`src/rtl/serial_addsub_unit.sv`:
```
// serial_addsub_unit
//   Bit-serial WIDTH-bit adder/subtractor built around a single full-adder
//   cell. Operands are captured on an input handshake, processed one bit
//   per clock LSB first, and the result is presented on an output handshake.
//   Subtraction is computed as a + ~b + 1 (b inverted, carry seeded to 1).
//
// Handshake semantics (both sides): a transfer happens on a rising edge
// where valid && ready are both 1. A producer holds valid (and its data)
// stable until that edge; ready may rise or fall freely. in_ready is 1 only
// in IDLE; out_valid is 1 only in DONE and stays 1 until the transfer.
//
// Ports
//   clk        system clock, all state on rising edge
//   rst_n      synchronous reset, active-low
//   in_valid   operand request
//   in_ready   unit can accept operands (IDLE)
//   op_sub     1 = a - b, 0 = a + b (sampled on accept)
//   a, b       operands (sampled on accept)
//   out_valid  result valid, held until accepted
//   out_ready  consumer accepts result
//   result     sum/difference modulo 2**WIDTH
//   carry      add: carry-out; sub: NOT borrow (1 = no borrow)
//   overflow   two's-complement signed overflow
//   zero       result == 0
module serial_addsub_unit #(
  parameter int WIDTH = 32,
  parameter int CNT_W = 6
) (
  input  logic             clk,
  input  logic             rst_n,
  input  logic             in_valid,
  output logic             in_ready,
  input  logic             op_sub,
  input  logic [WIDTH-1:0] a,
  input  logic [WIDTH-1:0] b,
  output logic             out_valid,
  input  logic             out_ready,
  output logic [WIDTH-1:0] result,
  output logic             carry,
  output logic             overflow,
  output logic             zero
);

  typedef enum logic [1:0] {
    IDLE = 2'd0,
    RUN  = 2'd1,
    DONE = 2'd2
  } state_t;

  state_t state;
  state_t state_next;

  logic [WIDTH-1:0] a_sr;
  logic [WIDTH-1:0] b_sr;
  logic [WIDTH-1:0] r_sr;
  logic             c;
  logic [CNT_W-1:0] cnt;
  logic             a_sign;
  logic             b_sign;

  logic             accept;
  logic             handshake;
  logic             last_bit;
  logic             sum_bit;
  logic             carry_next;
  logic [WIDTH-1:0] r_next;

  assign accept     = in_valid && in_ready;
  assign handshake  = out_valid && out_ready;
  assign last_bit   = (state == RUN) && (cnt == CNT_W'(WIDTH - 1));

  // The single full-adder cell and the result shift-in value.
  assign sum_bit    = a_sr[0] ^ b_sr[0] ^ c;
  assign carry_next = (a_sr[0] & b_sr[0]) | (c & (a_sr[0] ^ b_sr[0]));
  assign r_next     = {sum_bit, r_sr[WIDTH-1:1]};

  // State register
  always_ff @(posedge clk) begin
    if (!rst_n) begin
      state <= IDLE;
    end else begin
      state <= state_next;
    end
  end

  // Next-state logic
  always_comb begin
    state_next = state;
    case (state)
      IDLE:    if (accept)    state_next = RUN;
      RUN:     if (last_bit)  state_next = DONE;
      DONE:    if (handshake) state_next = IDLE;
      default: state_next = IDLE;
    endcase
  end

  // Handshake outputs
  always_comb begin
    in_ready  = 1'b0;
    out_valid = 1'b0;
    case (state)
      IDLE:    in_ready  = 1'b1;
      DONE:    out_valid = 1'b1;
      default: ;
    endcase
  end

  // Datapath. The result registers are loaded only on the final bit so
  // they hold the previous result throughout the next RUN phase.
  always_ff @(posedge clk) begin
    if (!rst_n) begin
      a_sr     <= '0;
      b_sr     <= '0;
      r_sr     <= '0;
      c        <= 1'b0;
      cnt      <= '0;
      a_sign   <= 1'b0;
      b_sign   <= 1'b0;
      result   <= '0;
      carry    <= 1'b0;
      overflow <= 1'b0;
      zero     <= 1'b0;
    end else if (accept) begin
      a_sr   <= a;
      b_sr   <= op_sub ? ~b : b;
      c      <= op_sub;
      cnt    <= '0;
      a_sign <= a[WIDTH-1];
      b_sign <= op_sub ? ~b[WIDTH-1] : b[WIDTH-1];
    end else if (state == RUN) begin
      a_sr <= {1'b0, a_sr[WIDTH-1:1]};
      b_sr <= {1'b0, b_sr[WIDTH-1:1]};
      r_sr <= r_next;
      c    <= carry_next;
      cnt  <= cnt + 1'b1;
      if (last_bit) begin
        result   <= r_next;
        carry    <= carry_next;
        zero     <= (r_next == '0);
        // sum_bit is the result MSB on the final bit.
        overflow <= (a_sign == b_sign) && (sum_bit != a_sign);
      end
    end
  end

endmodule
```
`config.mk`:
```
export PLATFORM = sky130hd
export DESIGN_NAME = serial_addsub_unit
export DESIGN_NICKNAME = d
export VERILOG_FILES = /design/src/rtl/serial_addsub_unit.sv
export SDC_FILE = /design/constraint.sdc
export NUM_CORES = 1
export LEC_CHECK = 0
export CAP_MARGIN = 20
export CELL_PAD_IN_SITES_DETAIL_PLACEMENT = 0
export CELL_PAD_IN_SITES_GLOBAL_PLACEMENT = 2
export CORE_ASPECT_RATIO = 0.7
export CORE_UTILIZATION = 34
export DETAILED_ROUTE_END_ITERATION = 6
export PLACE_DENSITY_LB_ADDON = 0.1
export SYNTH_ARGS = -nofsm -noshare
export SYNTH_HDL_FRONTEND = slang
export SYNTH_SLANG_ARGS = --single-unit
```
`constraint.sdc`:
```
create_clock -name clk -period 2.92 [get_ports clk]
set_input_delay 0.438 -clock clk [delete_from_list [all_inputs] [get_ports clk]]
set_output_delay 0.438 -clock clk [all_outputs]
set_load 0.005 [all_outputs]
```
## Word level (Yosys, flattened, before mapping)

Index checks and enable logic that the tools add are counted.

| cells by class | value |
|---|---|
| add/sub/neg operators | 1 |
| mux-type cells | 14 |
| bitwise gates (word level) | 9 |
| eq/ne operators | 8 |
| reductions and logical operators | 11 |

Operators by type and width:

| operator | number |
|---|---|
| $mux 32 | 5 |
| $logic_not 32->1 | 1 |
| $not 32->32 | 1 |
| $add 6x1->6 const B | 1 |
| $eq 6x5->1 const B | 1 |
| $mux 2 | 3 |
| $ne 2x2->1 const B | 3 |
| $pmux 2 s3 | 1 |
| $reduce_and 3->1 | 2 |
| $mux 1 | 5 |
| $logic_and 1x1->1 | 4 |
| $not 1->1 | 3 |
| $and 1x1->1 | 2 |
| $eq 2x1->1 const B | 1 |
| $eq 2x2->1 const B | 1 |
| $logic_not 2->1 | 1 |
| $reduce_and 2->1 | 1 |
| $reduce_bool 2->1 | 1 |
| $reduce_or 2->1 | 1 |
| $xor 1x1->1 | 2 |
| $eq 1x1->1 | 1 |
| $ne 1x1->1 | 1 |
| $or 1x1->1 | 1 |

| storage, ports and cells | value |
|---|---|
| output and inout port bits | 37 |
| logic and storage cells | 55 |
| register bits | 142 |

## Depth between registers and ports, before layout

| logic depth | value |
|---|---|
| depth after elaboration | 5 |
| gate-level depth with buffers | 7 |
| depth with buffers taken out | 4 |

## Worst setup path before layout

Ideal clock, no wire load.

| path | value |
|---|---|
| path type | reg2reg |
| from | register c |
| to | register overflow |
| setup slack | 1.267 ns |
| required time | 2.862 ns |
| cell stages (with the launch flop) | 5 |
| setup time | 0.058 ns |
| arrival | 1.594 ns |
| path buffers | 0 |
| cells stage by stage | dfxtp_1 fa_1 or3b_2 o2111ai_1 o211a_1 |

| between the ends | value |
|---|---|
| longest elaborated chain between the ends | 3 |

Ends and longest elaborated chain:

| item | line | source |
|---|---|---|
| start, declared | 56 | `logic c;` |
| start signal, assigned | 126 | `c <= op_sub;` |
| start signal, assigned | 134 | `c <= carry_next;` |
| $xor 1x1->1 | 73 | `assign sum_bit = a_sr[0] ^ b_sr[0] ^ c;` |
| named net sum_bit | 64 | `logic sum_bit;` |
| $ne 1x1->1 | 141 | `overflow <= (a_sign == b_sign) && (sum_bit != a_sign);` |
| $logic_and 1x1->1 | 141 |  |
| end signal, assigned | 141 |  |
| end, declared | 40 | `output logic overflow,` |

The timed path passes the listed nets, and every way through them passes these cells.
A chain may end at the register's enable or synchronous reset.

## Final worst setup path

| path | value |
|---|---|
| from | register state[1] |
| to | output port out_valid |

| between the ends | value |
|---|---|
| longest elaborated chain between the ends | 2 |

Ends and longest elaborated chain:

| item | line | source |
|---|---|---|
| start, declared | 50 | `state_t state;` |
| start signal, assigned | 82 | `state <= state_next;` |
| $eq 2x2->1 | 101 | `case (state)` |
| $mux 1 | 101 |  |
| end, declared | 36 | `output logic out_valid,` |

Every way passes these cells.

==> impl_metrics.yaml <==
sta:
  max_freq_ghz: 0.446
  final.setup.tns_ns: 0
  skew_ns: 0.00859
  worstMarginPinSlew_ns: 0.938
  slew_headroom_pct: 37.5
  final-max-slew-violation-count: 0
  timing.final.crit_period_ns: 2.24
  final.period_utilization_pct: 76.8
  final_hold_viol_count: 0
  setup-violations-final: 0
  fin_worst_hold_slack_ns: 0.451
  grt_setup_unrepaired: "no"
global_route:
  grt_most_used_layer: "met1"
  global_route_total_overflow: 0
  global_route.usage.met1_pct: 26.2
  pin_count_of_the_biggest_net_entering_global_routing: 76
  grtUsageMet2_pct: 23.2
  number_of_antenna_violations_at_the_first_check_in_global_routing: 0
  grt_pass1_vias: 4743
  track_usage_pct: 17.3
  gr-usage-met3_pct: 3.98
  grt_first_pass_wirelength_um: 25000
pwr:
  total_leakage_power_uw: 0.00270
  ir_worst_vdd_mv: 0.301
  design_power_total_uw: 4780
  power_frac_seq_pct: 42.6
  clock_power_share_pct: 48.4
  internal_power_uw: 3650
  total_switching_power_uw: 1120
  switching_share_pct: 23.5
  comb_power_share_pct: 9.0
  power.density_cell_area_nw_per_um2: 608
clock_network:
  ctsResizeCount: 0
  cts_inserted_buffers: 17
  cts.reportedPaths.clkPinSlew_ns: 0.06
  cts-hold-fix-buffers: 0
  clock_tree.buffer_depth: 2
  cts_max_level: 4
  post_cts_repair_setup_buffers: 0
  clk-insertion-delay-late_ns: 0.42
  tritoncts: "built"
  clock-root-buffer: "sky130_fd_sc_hd__clkbuf_16"
  cts.sink_count: 141
worst_setup_path:
  timing.critical_path.required_ns: 2.48
  cp-start-kind: "register"
  timing.critical_path.fanout_max: 9
  timing.critical_path.slowest_cell_delay_ns: 0.57
  critPathArrivalTime_ns: 1.80
  critical_path_class: "reg2out"
  crit_path_cell_trace: "nor2b_1 -> clkdlybuf4s50_1"
  critical-path-slowest-cell: "sky130_fd_sc_hd__dfxtp_1"
  worstSetupEndpointType: "primary output"
floorplanning:
  initial_core_utilization_pct: 35.2
  floorplan.die_area_um2: 18500
  die_y_um: 114
  io_pins: 106
  die_outline_width_um: 162
  core_area_um2: 17400
  num_rows: 40
synth:
  yosysWarningCount: 0
  cells_taking_the_most_area_after_synthesis: "sky130_fd_sc_hd__dfxtp_1 (46%), sky130_fd_sc_hd__a21boi_1 (11%), sky130_fd_sc_hd__nand2_1 (8.4%)"
  post_synth.cell_area_avg_um2: 8.95
  synth_top_flop_cell: "sky130_fd_sc_hd__dfxtp_1"
  synth_largest_type_area_fraction_pct: 46.2
  async_flop_share_pct: 0
  postSynthNetCount: 754
  synth.yosys.seq_area_share_pct: 46.2
  yosys.cell_types.count: 37
  post_synth_inst_count: 683
  synth-edff-count: 0
  netlist.top_cell.by_area: "sky130_fd_sc_hd__dfxtp_1"
  synth-seq-cells: 141
  synth_area_um2: 6110
layout:
  num-fill-cells: 1692
  post_route_cells_drive_above_1_share_pct: 6.88
  finish.utilization_pct: 45.3
  layout_commonest_cell: "sky130_fd_sc_hd__dfxtp_1"
  finalNetCount: 828
  syn_to_final_growth_pct: 28.6
  most-common-layout-cells: "sky130_fd_sc_hd__dfxtp_1 (141), sky130_fd_sc_hd__nand2_1 (136), sky130_fd_sc_hd__clkdlybuf4s50_1 (103)"
  antenna_cells: 0
routing:
  drt_pre_antenna_iters: 5
  via_count: 5116
  drcViolationCount: 0
  detail_route.iter0.violations: 465
  route.final.wire_length_um: 15500
  final_antenna_net_count: 0
  avgViaCountPerCell: 5.11
  detail_route.wl_per_cell_um: 15.5
place:
  hpwlAfterDp_um: 9810
  gp_congestion: 0.726
  place.port_buffers: 105
outcome:
  status: "finished clean"
job:
  max_cap_viol_count: 0
min_path:
  worstHoldPathType: "reg2reg"
## cell families (layout without fill, tap and decap cells)
| family | after synthesis | count (layout) | share of synthesized area, % |
|---|---|---|---|
| AOI/OAI and AO/OA | 242 | 242 | 28.1 |
| xor gates and xnor gates | 34 | 34 | 4.87 |
| adders and majority gates | 2 | 2 | 0.532 |
| DFF | 141 | 141 | 46.2 |
| and+or+nand+nor | 201 | 201 | 14.5 |
| buffers and inverters | 63 | 150 | 5.75 |
## synth_stat cells, types with 3 or more instances
master / instances
sky130_fd_sc_hd__clkbuf_1: 19
sky130_fd_sc_hd__nor4_1: 6
sky130_fd_sc_hd__nand3_1: 36
sky130_fd_sc_hd__a21oi_1: 5
sky130_fd_sc_hd__buf_4: 9
sky130_fd_sc_hd__nand2_1: 136
sky130_fd_sc_hd__o21ai_0: 35
sky130_fd_sc_hd__dfxtp_1: 141
sky130_fd_sc_hd__nor2b_1: 3
sky130_fd_sc_hd__a21boi_1: 86
sky130_fd_sc_hd__nor2_1: 5
sky130_fd_sc_hd__a22oi_1: 63
sky130_fd_sc_hd__a21boi_0: 45
sky130_fd_sc_hd__buf_6: 6
sky130_fd_sc_hd__buf_2: 29
sky130_fd_sc_hd__xor2_1: 32
## registers in the layout, indices dropped and copies added, names as in the netlist, 2 cells and up
name	flops
cnt	6
state	2
a_sr	32
b_sr	32
r_sr	31
result	32
## metal layers
| layer | vias to the layer above | part of all wire [%] | wire length, µm |
|---|---|---|---|
| met5 | - | 0 | 0 |
| met4 | 0 | 0.90 | 139 |
| met3 | 12 | 4.7 | 729 |
| met2 | 121 | 41 | 6310 |
| met1 | 2440 | 54 | 8290 |
| li1 | 2543 | - | - |
## final timing paths
path | startpoint | slack, ns | to | cells after the start
max reg2reg | state[0] | 0.88 | cnt[5] | 4
min | b_sr[9] | 0.45 | b_sr[9] | 2
min reg2reg | b_sr[9] | 0.45 | b_sr[9] | 2
max | state[1] | 0.68 | out_valid | 2
## final cells by class
class | instances | area (µm²) | share of cell area (%)
multi-input cells | 479 | 2960 | 37.7
flip-flops and latches | 141 | 2820 | 35.9
repair buffers | 118 | 1150 | 14.7
clock buffers | 18 | 439 | 5.59
well taps | 231 | 289 | 3.68
clock inverters | 14 | 191 | 2.44
## worst max-delay path: cells and delay by family, from the launching register on
kind	cells	cell delay (ns)
buffers and inverters	1	0.54
AND/OR/NAND/NOR	1	0.28
flip-flops	1	0.57
## per-stage QoR
step / std cells / area (µm²) / setup WS, ns
2_1_floorplan: 683 / 6110 / 1.27
3_3_place_gp: 969 / 7230 / 0.923
3_5_place_dp: 969 / 7230 / 0.856
4_1_cts: 1001 / 7860 / 0.639
5_1_grt: 1001 / 7860 / 0.587
6_report: 1001 / 7860 / 0.678
## power groups by stage
| stage | Combinational (µW) | Clock (µW) | Sequential [µW] |
|---|---|---|---|
| detailed placement | 436 | 0 | 2080 |
| global route | 476 | 2460 | 2040 |
| floorplan | 285 | 0 | 2060 |
| CTS | 438 | 2360 | 2030 |
| global placement | 430 | 0 | 2070 |
| finish | 431 | 2310 | 2030 |
No activity file was read; power rests on OpenSTA's default activity.
